$ cat config.mk
export PLATFORM = sky130hd
export DESIGN_NAME = opna_wrq_flat
export DESIGN_NICKNAME = d
export VERILOG_FILES = /design/src/rtl/opna_wrq_pkg.sv /design/src/rtl/opna_wrq_if.sv /design/src/rtl/opna_wrq_fifo.sv /design/src/rtl/opna_wrq.sv /design/src/flat_wrapper.sv
export SDC_FILE = /design/constraint.sdc
export NUM_CORES = 1
export LEC_CHECK = 0
export CORE_MARGIN = 2
export CORE_UTILIZATION = 45
export DETAILED_ROUTE_END_ITERATION = 12
export HOLD_SLACK_MARGIN = 0.02
export MAX_ROUTING_LAYER = met4
export PLACE_DENSITY = 0.7
export SLEW_MARGIN = 15
export SYNTH_ARGS = -nofsm -noshare
export SYNTH_HDL_FRONTEND = slang
export SYNTH_SLANG_ARGS = --single-unit
$ cat constraint.sdc
create_clock -name clk -period 6.9 [get_ports clk]
set_clock_uncertainty 0.1 [all_clocks]
set_input_delay 1.38 -clock clk [delete_from_list [all_inputs] [get_ports clk]]
set_output_delay 1.38 -clock clk [all_outputs]
set_load 0.05 [all_outputs]
$ cat src/rtl/opna_wrq_pkg.sv
// Shared types and constants for the OPNA register-write queue: FSM states,
// FIFO entry layout {a1, isdata, byte} and default bus idle times.
package opna_wrq_pkg;

  typedef enum logic [2:0] {
    ST_IDLE,
    ST_SETUP,
    ST_STROBE,
    ST_HOLD,
    ST_WAIT
  } state_e;

  localparam int ENTRY_W       = 10;
  localparam int BYTE_LSB      = 0;
  localparam int BYTE_W        = 8;
  localparam int ISDATA_BIT    = 8;
  localparam int A1_BIT        = 9;

  localparam int ADDR_WAIT_DEF = 17;
  localparam int DATA_WAIT_DEF = 83;

endpackage

$ cat src/rtl/opna_wrq_if.sv
// Host-side write port of the OPNA write queue: write strobe with its
// address/data fields, overflow clear, and the full/overflow status back.
interface opna_wrq_if;
  logic       h_wr;
  logic       h_a1;
  logic       h_isdata;
  logic [7:0] h_din;
  logic       h_clr_ovf;
  logic       h_full;
  logic       h_ovf;

  modport master (
    output h_wr, h_a1, h_isdata, h_din, h_clr_ovf,
    input  h_full, h_ovf
  );

  modport slave (
    input  h_wr, h_a1, h_isdata, h_din, h_clr_ovf,
    output h_full, h_ovf
  );
endinterface

$ cat src/rtl/opna_wrq_fifo.sv
// Synchronous DEPTH x ENTRY_W FIFO with a first-word-fall-through head.
// A push on a full FIFO is accepted only when a pop frees the slot in the same clk.
module opna_wrq_fifo
  import opna_wrq_pkg::*;
#(
  parameter int DEPTH = 8
) (
  input  logic                     clk,
  input  logic                     rst,
  input  logic                     push_i,
  input  logic                     pop_i,
  input  logic [ENTRY_W-1:0]       din_i,
  output logic [ENTRY_W-1:0]       head_o,
  output logic                     empty_o,
  output logic                     full_o,
  output logic [$clog2(DEPTH):0]   level_o
);
  localparam int AW = $clog2(DEPTH);
  localparam int LW = AW + 1;

  logic [ENTRY_W-1:0] mem_q [DEPTH];
  logic [AW-1:0]      wr_ptr_q, wr_ptr_d;
  logic [AW-1:0]      rd_ptr_q, rd_ptr_d;
  logic [LW-1:0]      level_q, level_d;
  logic               do_push, do_pop;

  assign empty_o = (level_q == '0);
  assign full_o  = (level_q == LW'(DEPTH));
  assign level_o = level_q;
  assign head_o  = mem_q[rd_ptr_q];

  assign do_pop  = pop_i && !empty_o;
  assign do_push = push_i && (!full_o || do_pop);

  always_comb begin
    wr_ptr_d = wr_ptr_q;
    rd_ptr_d = rd_ptr_q;
    level_d  = level_q;
    if (do_push) wr_ptr_d = wr_ptr_q + AW'(1);
    if (do_pop)  rd_ptr_d = rd_ptr_q + AW'(1);
    case ({do_push, do_pop})
      2'b10:   level_d = level_q + LW'(1);
      2'b01:   level_d = level_q - LW'(1);
      default: level_d = level_q;
    endcase
  end

  always_ff @(posedge clk) begin
    if (rst) begin
      wr_ptr_q <= '0;
      rd_ptr_q <= '0;
      level_q  <= '0;
    end else begin
      wr_ptr_q <= wr_ptr_d;
      rd_ptr_q <= rd_ptr_d;
      level_q  <= level_d;
    end
  end

  // Storage is data only; occupancy is governed by the pointers above.
  always_ff @(posedge clk) begin
    if (do_push) mem_q[wr_ptr_q] <= din_i;
  end

endmodule

$ cat src/rtl/opna_wrq.sv
// OPNA register-write queue: buffers host writes and replays them to jt08 with
// cen-paced strobes and post-write idle time. OPNA_WRQ_ADDR_DEDUP_EN skips repeated address writes.
module opna_wrq
  import opna_wrq_pkg::*;
#(
  parameter int DEPTH     = 8,
  parameter int ADDR_WAIT = ADDR_WAIT_DEF,
  parameter int DATA_WAIT = DATA_WAIT_DEF
) (
  input  logic                   clk,
  input  logic                   rst,
  input  logic                   cen,
  opna_wrq_if.slave              hif,
  output logic [$clog2(DEPTH):0] level,
  output logic                   busy,
  output logic                   cs_n,
  output logic                   wr_n,
  output logic [1:0]             addr,
  output logic [7:0]             dout
);
  localparam int WAIT_MAX = (ADDR_WAIT > DATA_WAIT) ? ADDR_WAIT : DATA_WAIT;
  localparam int CNT_W    = (WAIT_MAX > 1) ? $clog2(WAIT_MAX) : 1;

  state_e             state_q, state_d;
  logic [CNT_W-1:0]   cnt_q, cnt_d;
  logic               stb_q, stb_d;
  logic               cs_n_q, cs_n_d;
  logic               wr_n_q, wr_n_d;
  logic [1:0]         addr_q, addr_d;
  logic [7:0]         dout_q, dout_d;
  logic               ovf_q, ovf_d;
  logic               pop, drop, dup;
  logic [ENTRY_W-1:0] head;
  logic               empty, full;

  opna_wrq_fifo #(.DEPTH(DEPTH)) u_fifo (
    .clk     (clk),
    .rst     (rst),
    .push_i  (hif.h_wr),
    .pop_i   (pop),
    .din_i   ({hif.h_a1, hif.h_isdata, hif.h_din}),
    .head_o  (head),
    .empty_o (empty),
    .full_o  (full),
    .level_o (level)
  );

`ifdef OPNA_WRQ_ADDR_DEDUP_EN
  logic [8:0] last_q, last_d;
  logic       last_vld_q, last_vld_d;
  assign dup = !head[ISDATA_BIT] && last_vld_q &&
               ({head[A1_BIT], head[BYTE_LSB +: BYTE_W]} == last_q);
`else
  assign dup = 1'b0;
`endif

  always_comb begin
    state_d = state_q;
    cnt_d   = cnt_q;
    stb_d   = stb_q;
    cs_n_d  = cs_n_q;
    wr_n_d  = wr_n_q;
    addr_d  = addr_q;
    dout_d  = dout_q;
    pop     = 1'b0;
`ifdef OPNA_WRQ_ADDR_DEDUP_EN
    last_d     = last_q;
    last_vld_d = last_vld_q;
`endif
    if (cen) begin
      unique case (state_q)
        ST_IDLE: begin
          if (!empty) begin
            pop = 1'b1;
            // A duplicate address is consumed here without leaving IDLE.
            if (!dup) begin
              state_d = ST_SETUP;
              cs_n_d  = 1'b0;
              addr_d  = {head[A1_BIT], head[ISDATA_BIT]};
              dout_d  = head[BYTE_LSB +: BYTE_W];
`ifdef OPNA_WRQ_ADDR_DEDUP_EN
              if (!head[ISDATA_BIT]) begin
                last_d     = {head[A1_BIT], head[BYTE_LSB +: BYTE_W]};
                last_vld_d = 1'b1;
              end
`endif
            end
          end
        end
        ST_SETUP: begin
          state_d = ST_STROBE;
          wr_n_d  = 1'b0;
          stb_d   = 1'b0;
        end
        ST_STROBE: begin
          if (stb_q) begin
            state_d = ST_HOLD;
            wr_n_d  = 1'b1;
          end else begin
            stb_d = 1'b1;
          end
        end
        ST_HOLD: begin
          state_d = ST_WAIT;
          cs_n_d  = 1'b1;
          cnt_d   = addr_q[0] ? CNT_W'(DATA_WAIT - 1) : CNT_W'(ADDR_WAIT - 1);
        end
        ST_WAIT: begin
          if (cnt_q == '0) state_d = ST_IDLE;
          else             cnt_d   = cnt_q - CNT_W'(1);
        end
        default: state_d = ST_IDLE;
      endcase
    end
  end

  // A simultaneous drop beats the host's clear request.
  assign drop  = hif.h_wr && full && !pop;
  assign ovf_d = drop ? 1'b1 : (hif.h_clr_ovf ? 1'b0 : ovf_q);

  always_ff @(posedge clk) begin
    if (rst) begin
      state_q <= ST_IDLE;
      cnt_q   <= '0;
      stb_q   <= 1'b0;
      cs_n_q  <= 1'b1;
      wr_n_q  <= 1'b1;
      addr_q  <= '0;
      dout_q  <= '0;
      ovf_q   <= 1'b0;
`ifdef OPNA_WRQ_ADDR_DEDUP_EN
      last_q     <= '0;
      last_vld_q <= 1'b0;
`endif
    end else begin
      state_q <= state_d;
      cnt_q   <= cnt_d;
      stb_q   <= stb_d;
      cs_n_q  <= cs_n_d;
      wr_n_q  <= wr_n_d;
      addr_q  <= addr_d;
      dout_q  <= dout_d;
      ovf_q   <= ovf_d;
`ifdef OPNA_WRQ_ADDR_DEDUP_EN
      last_q     <= last_d;
      last_vld_q <= last_vld_d;
`endif
    end
  end

  assign cs_n       = cs_n_q;
  assign wr_n       = wr_n_q;
  assign addr       = addr_q;
  assign dout       = dout_q;
  assign busy       = !empty || (state_q != ST_IDLE);
  assign hif.h_full = full;
  assign hif.h_ovf  = ovf_q;

endmodule

$ cat src/flat_wrapper.sv
// flat-port wrapper written by rule: the top's interface ports become plain ports
module opna_wrq_flat import opna_wrq_pkg::*;
#(
  parameter int DEPTH     = 8,
  parameter int ADDR_WAIT = ADDR_WAIT_DEF,
  parameter int DATA_WAIT = DATA_WAIT_DEF
)
  (clk, rst, cen, level, busy, cs_n, wr_n, addr, dout, hif_h_wr, hif_h_a1, hif_h_isdata, hif_h_din, hif_h_clr_ovf, hif_h_full, hif_h_ovf);
  opna_wrq_if hif_i ();
  input  logic clk;
  input  logic rst;
  input  logic cen;
  output logic [$clog2(DEPTH):0] level;
  output logic busy;
  output logic cs_n;
  output logic wr_n;
  output logic [1:0] addr;
  output logic [7:0] dout;
  input wire logic [$bits(hif_i.h_wr)-1:0] hif_h_wr;
  input wire logic [$bits(hif_i.h_a1)-1:0] hif_h_a1;
  input wire logic [$bits(hif_i.h_isdata)-1:0] hif_h_isdata;
  input wire logic [$bits(hif_i.h_din)-1:0] hif_h_din;
  input wire logic [$bits(hif_i.h_clr_ovf)-1:0] hif_h_clr_ovf;
  output wire logic [$bits(hif_i.h_full)-1:0] hif_h_full;
  output wire logic [$bits(hif_i.h_ovf)-1:0] hif_h_ovf;
  assign hif_i.h_wr = hif_h_wr;
  assign hif_i.h_a1 = hif_h_a1;
  assign hif_i.h_isdata = hif_h_isdata;
  assign hif_i.h_din = hif_h_din;
  assign hif_i.h_clr_ovf = hif_h_clr_ovf;
  assign hif_h_full = hif_i.h_full;
  assign hif_h_ovf = hif_i.h_ovf;
  opna_wrq #(.DEPTH(DEPTH), .ADDR_WAIT(ADDR_WAIT), .DATA_WAIT(DATA_WAIT)) u_core (.clk(clk), .rst(rst), .cen(cen), .hif(hif_i), .level(level), .busy(busy), .cs_n(cs_n), .wr_n(wr_n), .addr(addr), .dout(dout));
endmodule
=== Word level (Yosys, flattened, before mapping) ===
Memory sizes are Yosys's and may differ from the RTL's. A register that Yosys moved wholly into a read port is not among the register bits.
Index checks and enable logic that the tools add are counted.

* Flip-flop bits (word level): 24
* Latch bits: 0
* RAM bits: 80
* Memory bits (read-only): 0
* Input bits: 15
* Output and inout bits: 19
* Logic and storage cells: 71
* Memories kept: 1

{| class="wikitable"
|+ Memories
! memory !! words !! bits a word !! rd ports !! clocked after memory_dff !! write ports !! RTL line !! source
|-
| u_core.u_fifo.mem_q || 8 || 10 || 1 || 1 || 1 || opna_wrq_fifo.sv:21 || <nowiki>logic [ENTRY_W-1:0] mem_q [DEPTH];</nowiki>
|}

* Add/sub/neg operators: 5
* Multiply operators: 0
* Divide/modulo/power cells: 0
* Order comparisons: 0
* Equal/unequal tests: 11
* Shift operators: 0
* Muxes and demuxes: 20
* Bitwise logic cells: 1
* Reductions and logical operators: 24

{| class="wikitable"
|+ Operator list
! cell !! count
|-
| case mux 3 bit (5 select lines) || 1
|-
| two-way mux 7 bit || 2
|-
| case mux 7 bit (2 select lines) || 1
|-
| AND reduction 3 bit || 4
|-
| nonzero test 2 bit || 5
|-
| two-way mux 1 bit || 9
|-
| two-way mux 3 bit || 3
|-
| case mux 4 bit (2 select lines) || 1
|-
| zero test 7 bit || 1
|-
| subtractor 7 x 1 -> 7 bit, second input constant || 1
|-
| adder 3 x 1 -> 3 bit, second input constant || 2
|-
| == test 3 x 2 -> 1 bit, second input constant || 2
|-
| case mux 1 bit (2 select lines) || 3
|-
| adder 4 x 1 -> 4 bit, second input constant || 1
|-
| == test 4 bit, second input constant || 1
|-
| logical AND 1 bit || 4
|-
| zero test 4 bit || 1
|-
| inequality test 2 x 1 -> 1 bit, second input constant || 2
|-
| inequality test 2 bit, second input constant || 2
|-
| AND reduction 4 bit || 1
|-
| subtractor 4 x 1 -> 4 bit, second input constant || 1
|-
| == test 3 x 1 -> 1 bit, second input constant || 1
|-
| == test 3 bit, second input constant || 1
|-
| zero test 1 bit || 3
|-
| other kinds (7) || 8
|}

=== Longest topological paths before layout ===
* Word-level depth: 9
* Mapped depth: 8
* Mapped depth without buffers: 7

=== Cells and area by module ===
From an unflattened synthesis, not the netlist that was laid out.

* Cells, all modules: 337
* Area total of the unflattened synthesis: 4897.2 sq um

{| class="wikitable"
|+ Modules (own cells, without submodules)
! module !! instances !! cells each !! area an instance (sq um) !! sequential area each (sq um)
|-
| opna_wrq_fifo || 1 || 198 || 3736.1 || 2662.6
|-
| opna_wrq || 1 || 139 || 1161.1 || 480.5
|}

=== Worst setup path before layout ===
Ideal clock, no wire load.

* Path type: in2reg
* From: input cen
* To: memory u_core.u_fifo.mem_q[0][0], enable pin
* Setup time: 0.390 ns
* Arrival time: 3.153 ns
* Required time: 6.410 ns
* Setup slack: 3.258 ns
* Stages: 5
* Buffers on the path: 1
* Cell sequence: buf_2 > nor4b_2 > o21ai_1 > or2_2 > nor3_1

* Longest elaborated chain between the ends: 6

{| class="wikitable"
|+ RTL lines
! item !! RTL line !! source
|-
| start: declaration || flat_wrapper.sv:12 || <nowiki>input logic cen;</nowiki>
|-
| two-way mux 1 bit || opna_wrq.sv:70 || <nowiki>if (cen) begin</nowiki>
|-
| logical AND 1 bit || opna_wrq_fifo.sv:32 || <nowiki>assign do_pop = pop_i && !empty_o;</nowiki>
|-
| logical OR 1 bit || opna_wrq_fifo.sv:33 || <nowiki>assign do_push = push_i && (!full_o || do_pop);</nowiki>
|-
| logical AND 1 bit || opna_wrq_fifo.sv:33 ||
|-
| two-way mux 1 bit || opna_wrq_fifo.sv:62 || <nowiki>if (do_push) mem_q[wr_ptr_q] <= din_i;</nowiki>
|-
| two-way mux 1 bit (not written as such) || opna_wrq_fifo.sv:62 ||
|-
| end: declaration || opna_wrq_fifo.sv:21 ||
|}

No other way between the ends.

=== Worst setup path after layout ===
* From: register u_core.u_fifo.level_q[2] (netlist: u_core.u_fifo.level_o[2])
* To: output hif_h_full

* Longest elaborated chain between the ends: 1

{| class="wikitable"
|+ RTL lines
! item !! RTL line !! source
|-
| start: declaration || opna_wrq_fifo.sv:24 || <nowiki>logic [LW-1:0] level_q, level_d;</nowiki>
|-
| start signal: assignment || opna_wrq_fifo.sv:56 || <nowiki>level_q <= level_d;</nowiki>
|-
| == test 4 bit || opna_wrq_fifo.sv:28 || <nowiki>assign full_o = (level_q == LW'(DEPTH));</nowiki>
|-
| end: declaration || flat_wrapper.sv:24 || <nowiki>output wire logic [$bits(hif_i.h_full)-1:0] hif_h_full;</nowiki>
|}

No other way between the ends.

==> run_results.csv <==
group,metric,value,unit
outcome,status,"finished clean",
setup_path,start_kind,"flop",
sta,setup_viol,0,
power,vdd_drop_max,0.000248,V
logic_synthesis,ys_seq_elements,114,
setup_path,worstPathCellList,"or4b_2 -> inv_1 -> clkdlybuf4s50_1",
setup_path,critPathRequiredTime,5420,ps
logic_synthesis,yosysWarnings,0,
cts,numCtsBuffers,17,
logic_synthesis,synth_top_area_share,50.6,%
grt,grt_busiest_layer,"met2",
routing,drc,0,
cts,cts_tree,"yes",
placed_design,port_buffers,33,
power,power.density,390,nW/um^2
setup_path,cp_data_arrival_time,2580,ps
grt,grt_usage,18.4,%
cts,clock_path_buffers,2,
cts,ctsResizeCount,0,
placed_design,post-dp-hpwl,5750,um
logic_synthesis,synth_edf_count,80,
min_path,hp-class,"reg -> reg",
placed_design,placed_area,5220,um^2
routing,vias_per_cell,5.47,
sta,tightest_slew,1100,ps
die,ios,34,
cts,clockRootBuffer,"clkbuf_8",
setup_path,path_buf_inv,2,
layout,final_util,56.2,%
grt,grt_overflow,0,
layout,n_fill_cell,833,
sta,layout_worst_path_cycle_share,58.8,%
routing,drtPass1Iterations,4,
cts,htree_levels,4,
logic_synthesis,ys_types,51,
placed_design,gp_congestion,0.845,
setup_path,critPathKind,"reg -> out",
grt,grt_pass1_wl,14900,um
setup_path,slowest_delay,810,ps
routing,num_vias,2799,
sta,rsz0062_at_grt,"no",
die,initial_core_util,46.2,%
power,p_leak,1.91,nW
sta,fmax,246,MHz
logic_synthesis,synth-main-ff-cell,"edfxtp_1",
logic_synthesis,netlist_top_cells_area,"edfxtp_1, dfxtp_1, mux4_2",
die,die_area,11400,um^2
logic_synthesis,synth_nets,341,
die,die_h,107,um
grt,grt_pass1_vias,2795,
sta,drv_slew,0,
flow_run,cap_violations,0,
logic_synthesis,async_flop_share,0,%
cts,cts_sinks,114,
cts,clk_pin_slew_worst_paths,60,ps
setup_path,cp_max_fo,9,
logic_synthesis,synth_area,4740,um^2
layout,layout_commonest_cell,"edfxtp_1",
setup_path,critPathSlowestCell,"clkdlybuf4s50_1",
cts,clk-insertion-delay-late,520,ps
layout,nets,383,
layout,post-route-cell-area,5770,um^2
setup_path,endpoint_kind,"output port",
sta,slew_headroom,26.7,%
cts,cts_setup_buffers,0,
die,dieWidth,107,um
routing,drtIter0Drc,174,
grt,use_met1,22.1,%
logic_synthesis,synth_top_area_cell,"edfxtp_1",
grt,use_met3,5.35,%
sta,finalSetupTns,0,ps
cts,holdBufCountCts,0,
logic_synthesis,yosysSeqAreaShare,65.0,%
die,placementRows,37,
layout,multi_input_area,1570,um^2
grt,antenna_found_initial,0,
grt,met2_usage,29.4,%
logic_synthesis,synth.avg_cell_area,14.8,um^2
layout,mostFrequentLayoutCells,"edfxtp_1, dfxtp_1, clkdlybuf4s50_1, nor2_1, mux4_2",
sta,fin_crit,4060,ps
layout,drive_gt1_share,18.6,%
layout,area_delta_synth_final,21.7,%
routing,wl_per_cell,18.2,um
routing,detail-route-antenna-nets,0,
layout,antennaDiodeCount,0,
setup_path,critical_path.top_delay_family,"buffers and inverters",
logic_synthesis,syn_inst,321,
layout,ff_latch_area,3080,um^2
sta,hold_viol_final,0,
routing,routed_wl,9300,um
die,core,10300,um^2
grt,grt_max_degree,36,
power,total_power,2.25,mW
==> power by group <==
part | total (mW) | switching [mW] | internal (mW) | leakage (nW)
Clock | 0.820 | 0.334 | 0.486 | 0.267
Sequential | 0.848 | 0.0610 | 0.787 | 1.00
Combinational | 0.581 | 0.338 | 0.243 | 0.640
Total | 2.25 | 0.734 | 1.52 | 1.91
==> tightest hold or removal path, stage by stage, from the launching register on <==
cell	delay (ps)
dfxtp_1	310
nand2_1	50
nand2_1	40
==> stage by stage <==
| step | hold WS (ps) | worst slack (ps) | cells |
|---|---|---|---|
| floorplan | 344 | 3260 | 321 |
| global placement | 347 | 2590 | 480 |
| detailed placement | 341 | 2580 | 480 |
| CTS | 349 | 2820 | 512 |
| global route | 370 | 2750 | 512 |
| finish | 349 | 2840 | 512 |
==> cell type report <==
class	count	area share, %
inverter	7	0.455
tap	136	2.95
multi-input combinational	185	27.2
sequential	114	53.4
clock buffer	17	7.17
timing repair buffer	38	6.37
clock inverter	15	2.51
==> state kept, by name (all words and copies together), names as in the netlist, 2 cells and up <==
| register | flops |
|---|---|
| u_core.u_fifo.mem_q | 80 |
| u_core.dout | 8 |
| u_core.cnt_q | 7 |
| u_core.u_fifo.level_o | 4 |
| u_core.state_q | 3 |
| u_core.u_fifo.rd_ptr_q | 3 |
| u_core.u_fifo.wr_ptr_q | 3 |
| u_core.addr | 2 |
==> path summary, 6_finish.rpt <==
check | start | end | slack (ps) | cells past startpoint
max | u_core.u_fifo.level_o[2] | hif_h_full | 2840 | 3
min | u_core.cs_n | u_core.cs_n | 350 | 2
max reg2reg | u_core.state_q[0] | u_core.u_fifo.mem_q[2][8] | 4120 | 4
min reg2reg | u_core.cs_n | u_core.cs_n | 350 | 2
==> Yosys cell counts (2+ instances only) <==
library cell   n
edfxtp_1      80
dfxtp_1       34
nor2_1        30
mux4_2        20
nand2_1       16
mux2i_1       15
a21oi_1       14
a211oi_1      11
nand2b_1       9
clkbuf_1       8
inv_1          7
nand3_1        7
o21ai_0        6
buf_2          5
ha_1           5
nand4_1        4
nor3_1         4
nor2b_1        3
or2_2          3
xor2_1         3
a22o_1         2
mux2_2         2
nand3b_1       2
o211ai_1       2
or3_1          2
or4_1          2
==> logic make-up (layout without fill, tap and decap cells) <==
logic type | after synthesis | in the layout | share of synthesized area, %
fa+ha+maj | 5 | 5 | 1.32
flops | 114 | 114 | 65.0
xor+xnor | 4 | 4 | 0.739
simple gates | 91 | 91 | 10.3
mux | 37 | 37 | 13.1
compound gates | 48 | 48 | 7.57
buf+inv | 22 | 77 | 1.95
==> layer usage <==
layer / wire length (um) / vias to the layer above
met2: 4700 / 77
met3: 358 / 7
li1: - / 1334
met5: 0 / -
met1: 4160 / 1381
met4: 82 / 0
Note: power is estimated with default switching activity, not from simulation.
